[config.mk]
export PLATFORM = sky130hd
export DESIGN_NAME = dfs_node_stack_flat
export DESIGN_NICKNAME = d
export VERILOG_FILES = /design/src/rtl/dfs_pkg.sv /design/src/rtl/dfs_node_stack_if.sv /design/src/rtl/dfs_stack_mem.sv /design/src/rtl/dfs_node_stack.sv /design/src/flat_wrapper.sv
export SDC_FILE = /design/constraint.sdc
export NUM_CORES = 1
export LEC_CHECK = 0
export ABC_AREA = 1
export CORE_ASPECT_RATIO = 1.4
export CORE_MARGIN = 2
export CORE_UTILIZATION = 55
export DETAILED_ROUTE_END_ITERATION = 16
export DONT_BUFFER_PORTS = 1
export PLACE_DENSITY = 0.76
export SYNTH_ARGS = -nofsm -noshare
export SYNTH_HDL_FRONTEND = slang
export SYNTH_SLANG_ARGS = --single-unit
[constraint.sdc]
create_clock -name clk -period 9 [get_ports clk]
set_input_delay 1.8 -clock clk [delete_from_list [all_inputs] [get_ports clk]]
set_output_delay 1.8 -clock clk [all_outputs]
set_load 0.1 [all_outputs]
[src/rtl/dfs_pkg.sv]
// Shared widths and types for the DFS node stack.
package dfs_pkg;

   localparam int IDX_W = 4;
   localparam int WT_W  = 8;
   localparam int LVL_W = 4;

   // One stack entry: node index, accumulated path weight, tree level.
   typedef struct packed {
      logic [IDX_W-1:0] idx;
      logic [WT_W-1:0]  wt;
      logic [LVL_W-1:0] lvl;
   } dfs_entry_t;

   // RUN processes requests; HALT freezes the stack until clear or reset.
   typedef enum logic {
      RUN  = 1'b0,
      HALT = 1'b1
   } stk_state_t;

endpackage

[src/rtl/dfs_node_stack_if.sv]
// Request/status bundle between the DFS control FSM and the node stack.
interface dfs_node_stack_if
   import dfs_pkg::*;
#(
   parameter int DEPTH = 16
);
   localparam int CNT_W = $clog2(DEPTH) + 1;

   logic             clear;
   logic             push;
   logic [IDX_W-1:0] push_idx;
   logic [WT_W-1:0]  push_wt;
   logic [LVL_W-1:0] push_lvl;
   logic             pop;
   logic [IDX_W-1:0] top_idx;
   logic [WT_W-1:0]  top_wt;
   logic [LVL_W-1:0] top_lvl;
   logic             top_valid;
   logic             empty;
   logic             full;
   logic [CNT_W-1:0] count;
   logic [CNT_W-1:0] peak;
   logic             overflow;
   logic             underflow;
   logic             halted;

   // The FSM side issues requests and observes status.
   modport master (
      output clear, push, push_idx, push_wt, push_lvl, pop,
      input  top_idx, top_wt, top_lvl, top_valid, empty, full,
             count, peak, overflow, underflow, halted
   );

   // The stack side consumes requests and reports status.
   modport slave (
      input  clear, push, push_idx, push_wt, push_lvl, pop,
      output top_idx, top_wt, top_lvl, top_valid, empty, full,
             count, peak, overflow, underflow, halted
   );

endinterface

[src/rtl/dfs_stack_mem.sv]
// Entry storage: one synchronous write port, two asynchronous read ports
// (current top and the entry beneath it) so a pop refreshes top with no bubble.
module dfs_stack_mem
   import dfs_pkg::*;
#(
   parameter  int DEPTH = 16,
   localparam int AW    = $clog2(DEPTH)
) (
   input  logic          clk,
   input  logic          i_we,
   input  logic [AW-1:0] i_waddr,
   input  dfs_entry_t    i_wdata,
   input  logic [AW-1:0] i_raddr_top,
   input  logic [AW-1:0] i_raddr_nxt,
   output dfs_entry_t    o_rdata_top,
   output dfs_entry_t    o_rdata_nxt
);

   dfs_entry_t r_mem [DEPTH];

   // Write the addressed entry.
   // NOTE: the array has no reset; entries above count are never observed, so clearing them would only cost logic.
   always_ff @(posedge clk) begin
      if (i_we) begin
         r_mem[i_waddr] <= i_wdata;
      end
   end

   assign o_rdata_top = r_mem[i_raddr_top];
   assign o_rdata_nxt = r_mem[i_raddr_nxt];

endmodule

[src/rtl/dfs_node_stack.sv]
// LIFO node stack for the DFS datapath with registered top entry,
// occupancy/peak tracking and sticky overflow/underflow that halt the stack.
module dfs_node_stack
   import dfs_pkg::*;
#(
   parameter int DEPTH = 16
) (
   input  logic        clk,
   input  logic        rst_n,
   dfs_node_stack_if.slave bus
);

   localparam int               AW      = $clog2(DEPTH);
   localparam int               CNT_W   = AW + 1;
   localparam logic [CNT_W-1:0] C_DEPTH = CNT_W'(DEPTH);
   localparam logic [CNT_W-1:0] C_ONE   = CNT_W'(1);
   localparam logic [CNT_W-1:0] C_TWO   = CNT_W'(2);

   stk_state_t       r_state, w_state_nxt;
   logic [CNT_W-1:0] r_count, r_peak, w_count_nxt;
   logic [CNT_W-1:0] w_cnt_m1, w_cnt_m2;
   dfs_entry_t       r_top, w_top_nxt, w_push_ent, w_rd_top, w_rd_nxt;
   logic             r_overflow, r_underflow, r_empty, r_full, r_top_valid;
   logic             w_ovf_set, w_udf_set, w_we;
   logic [AW-1:0]    w_waddr;
   logic             w_is_empty, w_is_full;

   assign w_push_ent = '{idx: bus.push_idx, wt: bus.push_wt, lvl: bus.push_lvl};
   assign w_cnt_m1   = r_count - C_ONE;
   assign w_cnt_m2   = r_count - C_TWO;
   assign w_is_empty = (r_count == '0);
   assign w_is_full  = (r_count == C_DEPTH);

   dfs_stack_mem #(.DEPTH(DEPTH)) u_mem (
      .clk         (clk),
      .i_we        (w_we & rst_n),
      .i_waddr     (w_waddr),
      .i_wdata     (w_push_ent),
      .i_raddr_top (w_cnt_m1[AW-1:0]),
      .i_raddr_nxt (w_cnt_m2[AW-1:0]),
      .o_rdata_top (w_rd_top),
      .o_rdata_nxt (w_rd_nxt)
   );

   // State register: reset and clear both return the stack to RUN.
   // NOTE: sequential state uses non-blocking assignments so every flop samples pre-edge values.
   always_ff @(posedge clk) begin
      if (!rst_n) begin
         r_state <= RUN;
      end else begin
         r_state <= w_state_nxt;
      end
   end

   // Next state: any overflow or underflow in RUN halts the stack.
   // NOTE: every combinational output gets a default first, so no path can infer a latch.
   always_comb begin
      w_state_nxt = r_state;
      if (bus.clear) begin
         w_state_nxt = RUN;
      end else if (r_state == RUN) begin
         if (bus.push && !bus.pop && w_is_full) begin
            w_state_nxt = HALT;
         end
         if (bus.pop && w_is_empty) begin
            w_state_nxt = HALT;
         end
      end
   end

   // Operation decode: memory write, next count, next top and error sets.
   always_comb begin
      w_we        = 1'b0;
      w_waddr     = r_count[AW-1:0];
      w_count_nxt = r_count;
      w_top_nxt   = r_top;
      w_ovf_set   = 1'b0;
      w_udf_set   = 1'b0;
      if (r_state == RUN && !bus.clear) begin
         unique case ({bus.push, bus.pop})
            2'b10: begin
               if (!w_is_full) begin
                  w_we        = 1'b1;
                  w_count_nxt = r_count + C_ONE;
                  w_top_nxt   = w_push_ent;
               end else begin
                  w_ovf_set   = 1'b1;
               end
            end
            2'b01: begin
               if (!w_is_empty) begin
                  w_count_nxt = w_cnt_m1;
                  w_top_nxt   = (r_count == C_ONE) ? '0 : w_rd_nxt;
               end else begin
                  w_udf_set   = 1'b1;
               end
            end
            2'b11: begin
               // Replace the top in place; on an empty stack the push still lands.
               w_we      = 1'b1;
               w_top_nxt = w_push_ent;
               if (!w_is_empty) begin
                  w_waddr     = w_cnt_m1[AW-1:0];
               end else begin
                  w_waddr     = '0;
                  w_count_nxt = C_ONE;
                  w_udf_set   = 1'b1;
               end
            end
            default: begin
               w_top_nxt = w_is_empty ? '0 : w_rd_top;
            end
         endcase
      end
   end

   // Datapath registers: count, peak, top entry, flags and sticky errors.
   always_ff @(posedge clk) begin
      if (!rst_n || bus.clear) begin
         r_count     <= '0;
         r_peak      <= '0;
         r_top       <= '0;
         r_empty     <= 1'b1;
         r_full      <= 1'b0;
         r_top_valid <= 1'b0;
         r_overflow  <= 1'b0;
         r_underflow <= 1'b0;
      end else begin
         r_count     <= w_count_nxt;
         r_peak      <= (w_count_nxt > r_peak) ? w_count_nxt : r_peak;
         r_top       <= w_top_nxt;
         r_empty     <= (w_count_nxt == '0);
         r_full      <= (w_count_nxt == C_DEPTH);
         r_top_valid <= (w_count_nxt != '0);
         r_overflow  <= r_overflow  | w_ovf_set;
         r_underflow <= r_underflow | w_udf_set;
      end
   end

   assign bus.top_idx   = r_top.idx;
   assign bus.top_wt    = r_top.wt;
   assign bus.top_lvl   = r_top.lvl;
   assign bus.top_valid = r_top_valid;
   assign bus.empty     = r_empty;
   assign bus.full      = r_full;
   assign bus.count     = r_count;
   assign bus.peak      = r_peak;
   assign bus.overflow  = r_overflow;
   assign bus.underflow = r_underflow;
   assign bus.halted    = (r_state == HALT);

endmodule

[src/flat_wrapper.sv]
// flat-port wrapper written by rule: the top's interface ports become plain ports
module dfs_node_stack_flat import dfs_pkg::*;
#(
   parameter int DEPTH = 16
)
  (clk, rst_n, bus_clear, bus_push, bus_push_idx, bus_push_wt, bus_push_lvl, bus_pop, bus_top_idx, bus_top_wt, bus_top_lvl, bus_top_valid, bus_empty, bus_full, bus_count, bus_peak, bus_overflow, bus_underflow, bus_halted);
  dfs_node_stack_if #(.DEPTH(DEPTH)) bus_i ();
  input  logic clk;
  input  logic rst_n;
  input wire logic [$bits(bus_i.clear)-1:0] bus_clear;
  input wire logic [$bits(bus_i.push)-1:0] bus_push;
  input wire logic [$bits(bus_i.push_idx)-1:0] bus_push_idx;
  input wire logic [$bits(bus_i.push_wt)-1:0] bus_push_wt;
  input wire logic [$bits(bus_i.push_lvl)-1:0] bus_push_lvl;
  input wire logic [$bits(bus_i.pop)-1:0] bus_pop;
  output wire logic [$bits(bus_i.top_idx)-1:0] bus_top_idx;
  output wire logic [$bits(bus_i.top_wt)-1:0] bus_top_wt;
  output wire logic [$bits(bus_i.top_lvl)-1:0] bus_top_lvl;
  output wire logic [$bits(bus_i.top_valid)-1:0] bus_top_valid;
  output wire logic [$bits(bus_i.empty)-1:0] bus_empty;
  output wire logic [$bits(bus_i.full)-1:0] bus_full;
  output wire logic [$bits(bus_i.count)-1:0] bus_count;
  output wire logic [$bits(bus_i.peak)-1:0] bus_peak;
  output wire logic [$bits(bus_i.overflow)-1:0] bus_overflow;
  output wire logic [$bits(bus_i.underflow)-1:0] bus_underflow;
  output wire logic [$bits(bus_i.halted)-1:0] bus_halted;
  assign bus_i.clear = bus_clear;
  assign bus_i.push = bus_push;
  assign bus_i.push_idx = bus_push_idx;
  assign bus_i.push_wt = bus_push_wt;
  assign bus_i.push_lvl = bus_push_lvl;
  assign bus_i.pop = bus_pop;
  assign bus_top_idx = bus_i.top_idx;
  assign bus_top_wt = bus_i.top_wt;
  assign bus_top_lvl = bus_i.top_lvl;
  assign bus_top_valid = bus_i.top_valid;
  assign bus_empty = bus_i.empty;
  assign bus_full = bus_i.full;
  assign bus_count = bus_i.count;
  assign bus_peak = bus_i.peak;
  assign bus_overflow = bus_i.overflow;
  assign bus_underflow = bus_i.underflow;
  assign bus_halted = bus_i.halted;
  dfs_node_stack #(.DEPTH(DEPTH)) u_core (.clk(clk), .rst_n(rst_n), .bus(bus_i));
endmodule
==> impl_metrics.json <==
{
  "postSynthCellCount": 1774,
  "regArea_mm2": 0.00833,
  "htree_levels": 1,
  "p_sw_uw": 802,
  "drc": 0,
  "rsz0062_at_grt": "no",
  "cp-endpoint": "u_core.u_mem.r_mem[6][13]$_DFFE_PP_",
  "synth_adder_area_share_pct": 1.07,
  "first_global_vias": 11600,
  "ys.flop_type": "edfxtp_1",
  "dpl-instance-area_mm2": 0.0152,
  "synth_edf_count": 256,
  "setup_tns_ns": 0,
  "ys_seq_area_share_pct": 54.9,
  "place_congestion": 0.896,
  "worstSetupPathType": "flop to flop",
  "slowest_stage": "nor2_2",
  "slew_violations": 0,
  "synth-compound-area-share_pct": 8.82,
  "coreArea_mm2": 0.0270,
  "ir_drop_mv": 0.152,
  "antenna_found_initial": 1,
  "critPathMaxStageDelay_ns": 0.98,
  "via_count": 12400,
  "cp_max_fo": 208,
  "hold_ws_ns": 0.863,
  "worst-path-stages": 11,
  "status": "finished clean",
  "initial_core_util_pct": 56.2,
  "multi_input_area_mm2": 0.00566,
  "p_comb_share_pct": 8.9,
  "fin_area_mm2": 0.0160,
  "synth_cell_type_count": 33,
  "ant_nets": 0,
  "fin_crit_ns": 5.23,
  "crit_arrival_ns": 5.40,
  "areaGrowthSynthToFinish_pct": 5.55,
  "p_clk_share_pct": 37.2,
  "drt_pass1_iterations": 6,
  "cp.buffers_inverters": 5,
  "clk_root_buffer_cell": "clkbuf_16",
  "p_int_uw": 2130,
  "crit_start": "u_core.bus.count[0]$_SDFF_PP0_",
  "ys_warn_count": 0,
  "worst_setup_path_end_kind": "flop",
  "fin_ws_ns": 3.77,
  "setup_viol": 0,
  "rr_startpoint": "u_core.bus.count[0]$_SDFF_PP0_",
  "clock_sinks": 288,
  "die_h_um": 201,
  "powerDensity_mw_per_mm2": 183,
  "num_rows": 71,
  "routed_wl_mm": 42.4,
  "hp-class": "flop to flop",
  "synth_xor_area_share_pct": 0.181,
  "relSlewSlack_pct": 21.2,
  "grt_overflow": 0,
  "worstMarginPinSlew_ns": 1.18,
  "grt_use_total_pct": 29.7,
  "clock.fmax_mhz": 191,
  "ff2ff_setup_slack_ns": 3.77,
  "synth_top_family_by_area": "simple AND/OR/NAND/NOR gates",
  "port_buffers": 0,
  "grt_pass1_wl_mm": 64.9,
  "synth_seq_cells": 288,
  "fin_util_pct": 59.3,
  "synth.top_cell.area_share_pct": 50.7,
  "fin_crit_sh_pct": 58.1,
  "worstReg2RegEnd": "u_core.u_mem.r_mem[6][13]$_DFFE_PP_",
  "crit_chain": "buf_12, clkinv_2, ha_4, clkinv_1, buf_4, nand2_1, nand2_1, o21ai_0, inv_1, nand3_1, nor2_2",
  "dieArea_mm2": 0.0289,
  "final_nets": 1740,
  "diodes": 0,
  "cellLeakagePower_uw": 0.00612,
  "synthSimpleGateAreaFrac_pct": 26.9,
  "startpoint_type": "flop",
  "cts_resized": 0,
  "post_cts.repair.setup_buffers": 0,
  "cpMostUsedCell": "nand2_1",
  "hold_viol": 0,
  "worst-r2r-cell-count": 11,
  "grt_max_degree": 209,
  "yosysTopAreaCell": "edfxtp_1",
  "cts_made_buffers": 27,
  "power_switching_share_pct": 27.3,
  "synthMuxAreaShare_pct": 0,
  "cap_violations": 0,
  "synthTopCellsByArea": "edfxtp_1, nand2_1, nand3_1, dfxtp_1, nor2_1",
  "cts.clk_slew.worst_paths_ns": 0.07,
  "layout-drive-gt1-share_pct": 5.79,
  "dp_hpwl_mm": 26.2,
  "pre_cts_ws_ns": 3.78,
  "fin_skew_ns": 0.0114,
  "critPathTopFamily": "buffers and inverters",
  "ioPinCount": 53,
  "drt-vias-per-instance": 5.90,
  "syn_avg_cell_area_um2": 8.55,
  "hold_buffers": 0,
  "die_width_um": 144,
  "cts_tree": "yes",
  "wl_per_cell_um": 20.3,
  "syn_nets": 1808,
  "clk_latency_ns": 0.56,
  "fill_cells": 2373,
  "p_seq_share_pct": 53.9,
  "synthArstFlopShare_pct": 0,
  "drt_first_iter_violations": 1378,
  "clock_path_buffers": 3,
  "cp.required_ns": 9.17,
  "syn_area_mm2": 0.0152
}
==> cell type report <==
type	instances	area share, %
sequential	288	52.0
multi-input combinational	1212	35.3
clock buffer	38	4.73
inverter	161	3.80
tap	365	2.85
timing repair buffer	16	0.828
clock inverter	12	0.406
==> tightest hold or removal path, delay by kind of cell, from the launching register on <==
kind | cells | cell delay, ns
flip-flops | 1 | 0.35
AND/OR/NAND/NOR | 6 | 0.36
buffers and inverters | 1 | 0.04
AO/OA/AOI/OAI | 1 | 0.09
==> state kept, by name, summed over array words and instances, names as in the netlist <==
name                  flops
u_core.bus.overflow       1
u_core.bus.peak           5
u_core.bus.top_wt         8
u_core.bus.full           1
u_core.u_mem.r_mem      256
u_core.bus.count          5
u_core.bus.top_valid      1
u_core.bus.underflow      1
u_core.bus.halted         1
u_core.bus.top_lvl        4
u_core.bus.empty          1
u_core.bus.top_idx        4
==> metrics by stage <==
step / std cells / total power (uW)
after CTS: 2092 / 2930
after detailed placement: 2042 / 1870
after global routing: 2092 / 3030
final: 2092 / 2940
after global placement: 2042 / 1870
after floorplan: 1774 / 1810
==> synthesized netlist by cell type, drive strengths merged (13+ instances only) <==
library cell and count:
nand2 461, nand3 316, edfxtp 256, nor2 176, inv 160, o21ai 105
a21oi 98, buf 75, clkbuf 38, o211ai 36, dfxtp 32, ha 13
==> power groups by stage <==
stage,registers [uW],clock network (uW),logic (uW)
6_report,1580,1090,261
5_1_grt,1580,1150,296
4_1_cts,1580,1090,257
3_5_place_dp,1610,0,256
3_3_place_gp,1610,0,253
2_1_floorplan,1610,0,198
==> per-layer routing <==
metal	up-vias	share of wire [%]	track usage, %
met4	0	7.8	20.7
met5	-	0	0
li1	5843	-	-
met3	160	7.6	4.37
met2	639	48	47.9
met1	5710	37	36.3
==> placed cells by master (no fill, tap or decap), drive strengths merged <==
cell type  instances
nand2            461
nor2             176
dfxtp             32
edfxtp           256
clkbuf            38
o21ai            105
nand3            316
clkinvlp           2
a21oi             98
nand4              2
xnor2              1
buf               16
a211oi             1
ha                13
inv              159
clkinv            12
o211ai            36
o22ai              1
o31ai              1
a31oi              1
==> how the worst min path moves through the flow <==
stage / from / to / cells past startpoint
2_1_floorplan: u_core.u_mem.r_mem[9][14]$_DFFE_PP_ / u_core.bus.top_idx[2]$_SDFFE_PP0P_ / 8
3_3_place_gp: u_core.u_mem.r_mem[6][2]$_DFFE_PP_ / u_core.bus.top_lvl[2]$_SDFFE_PP0P_ / 8
3_5_place_dp: u_core.u_mem.r_mem[6][2]$_DFFE_PP_ / u_core.bus.top_lvl[2]$_SDFFE_PP0P_ / 8
4_1_cts: u_core.u_mem.r_mem[6][2]$_DFFE_PP_ / u_core.bus.top_lvl[2]$_SDFFE_PP0P_ / 8
5_1_grt: u_core.u_mem.r_mem[6][5]$_DFFE_PP_ / u_core.bus.top_wt[1]$_SDFFE_PP0P_ / 8
6_report: u_core.u_mem.r_mem[6][2]$_DFFE_PP_ / u_core.bus.top_lvl[2]$_SDFFE_PP0P_ / 8
==> logic make-up after synthesis <==
group | count (synthesis)
simple gates | 955
flops | 288
buf+inv | 274
compound gates | 243
fa+ha+maj | 13
xor+xnor | 1
(Power assumes the default switching activity.)
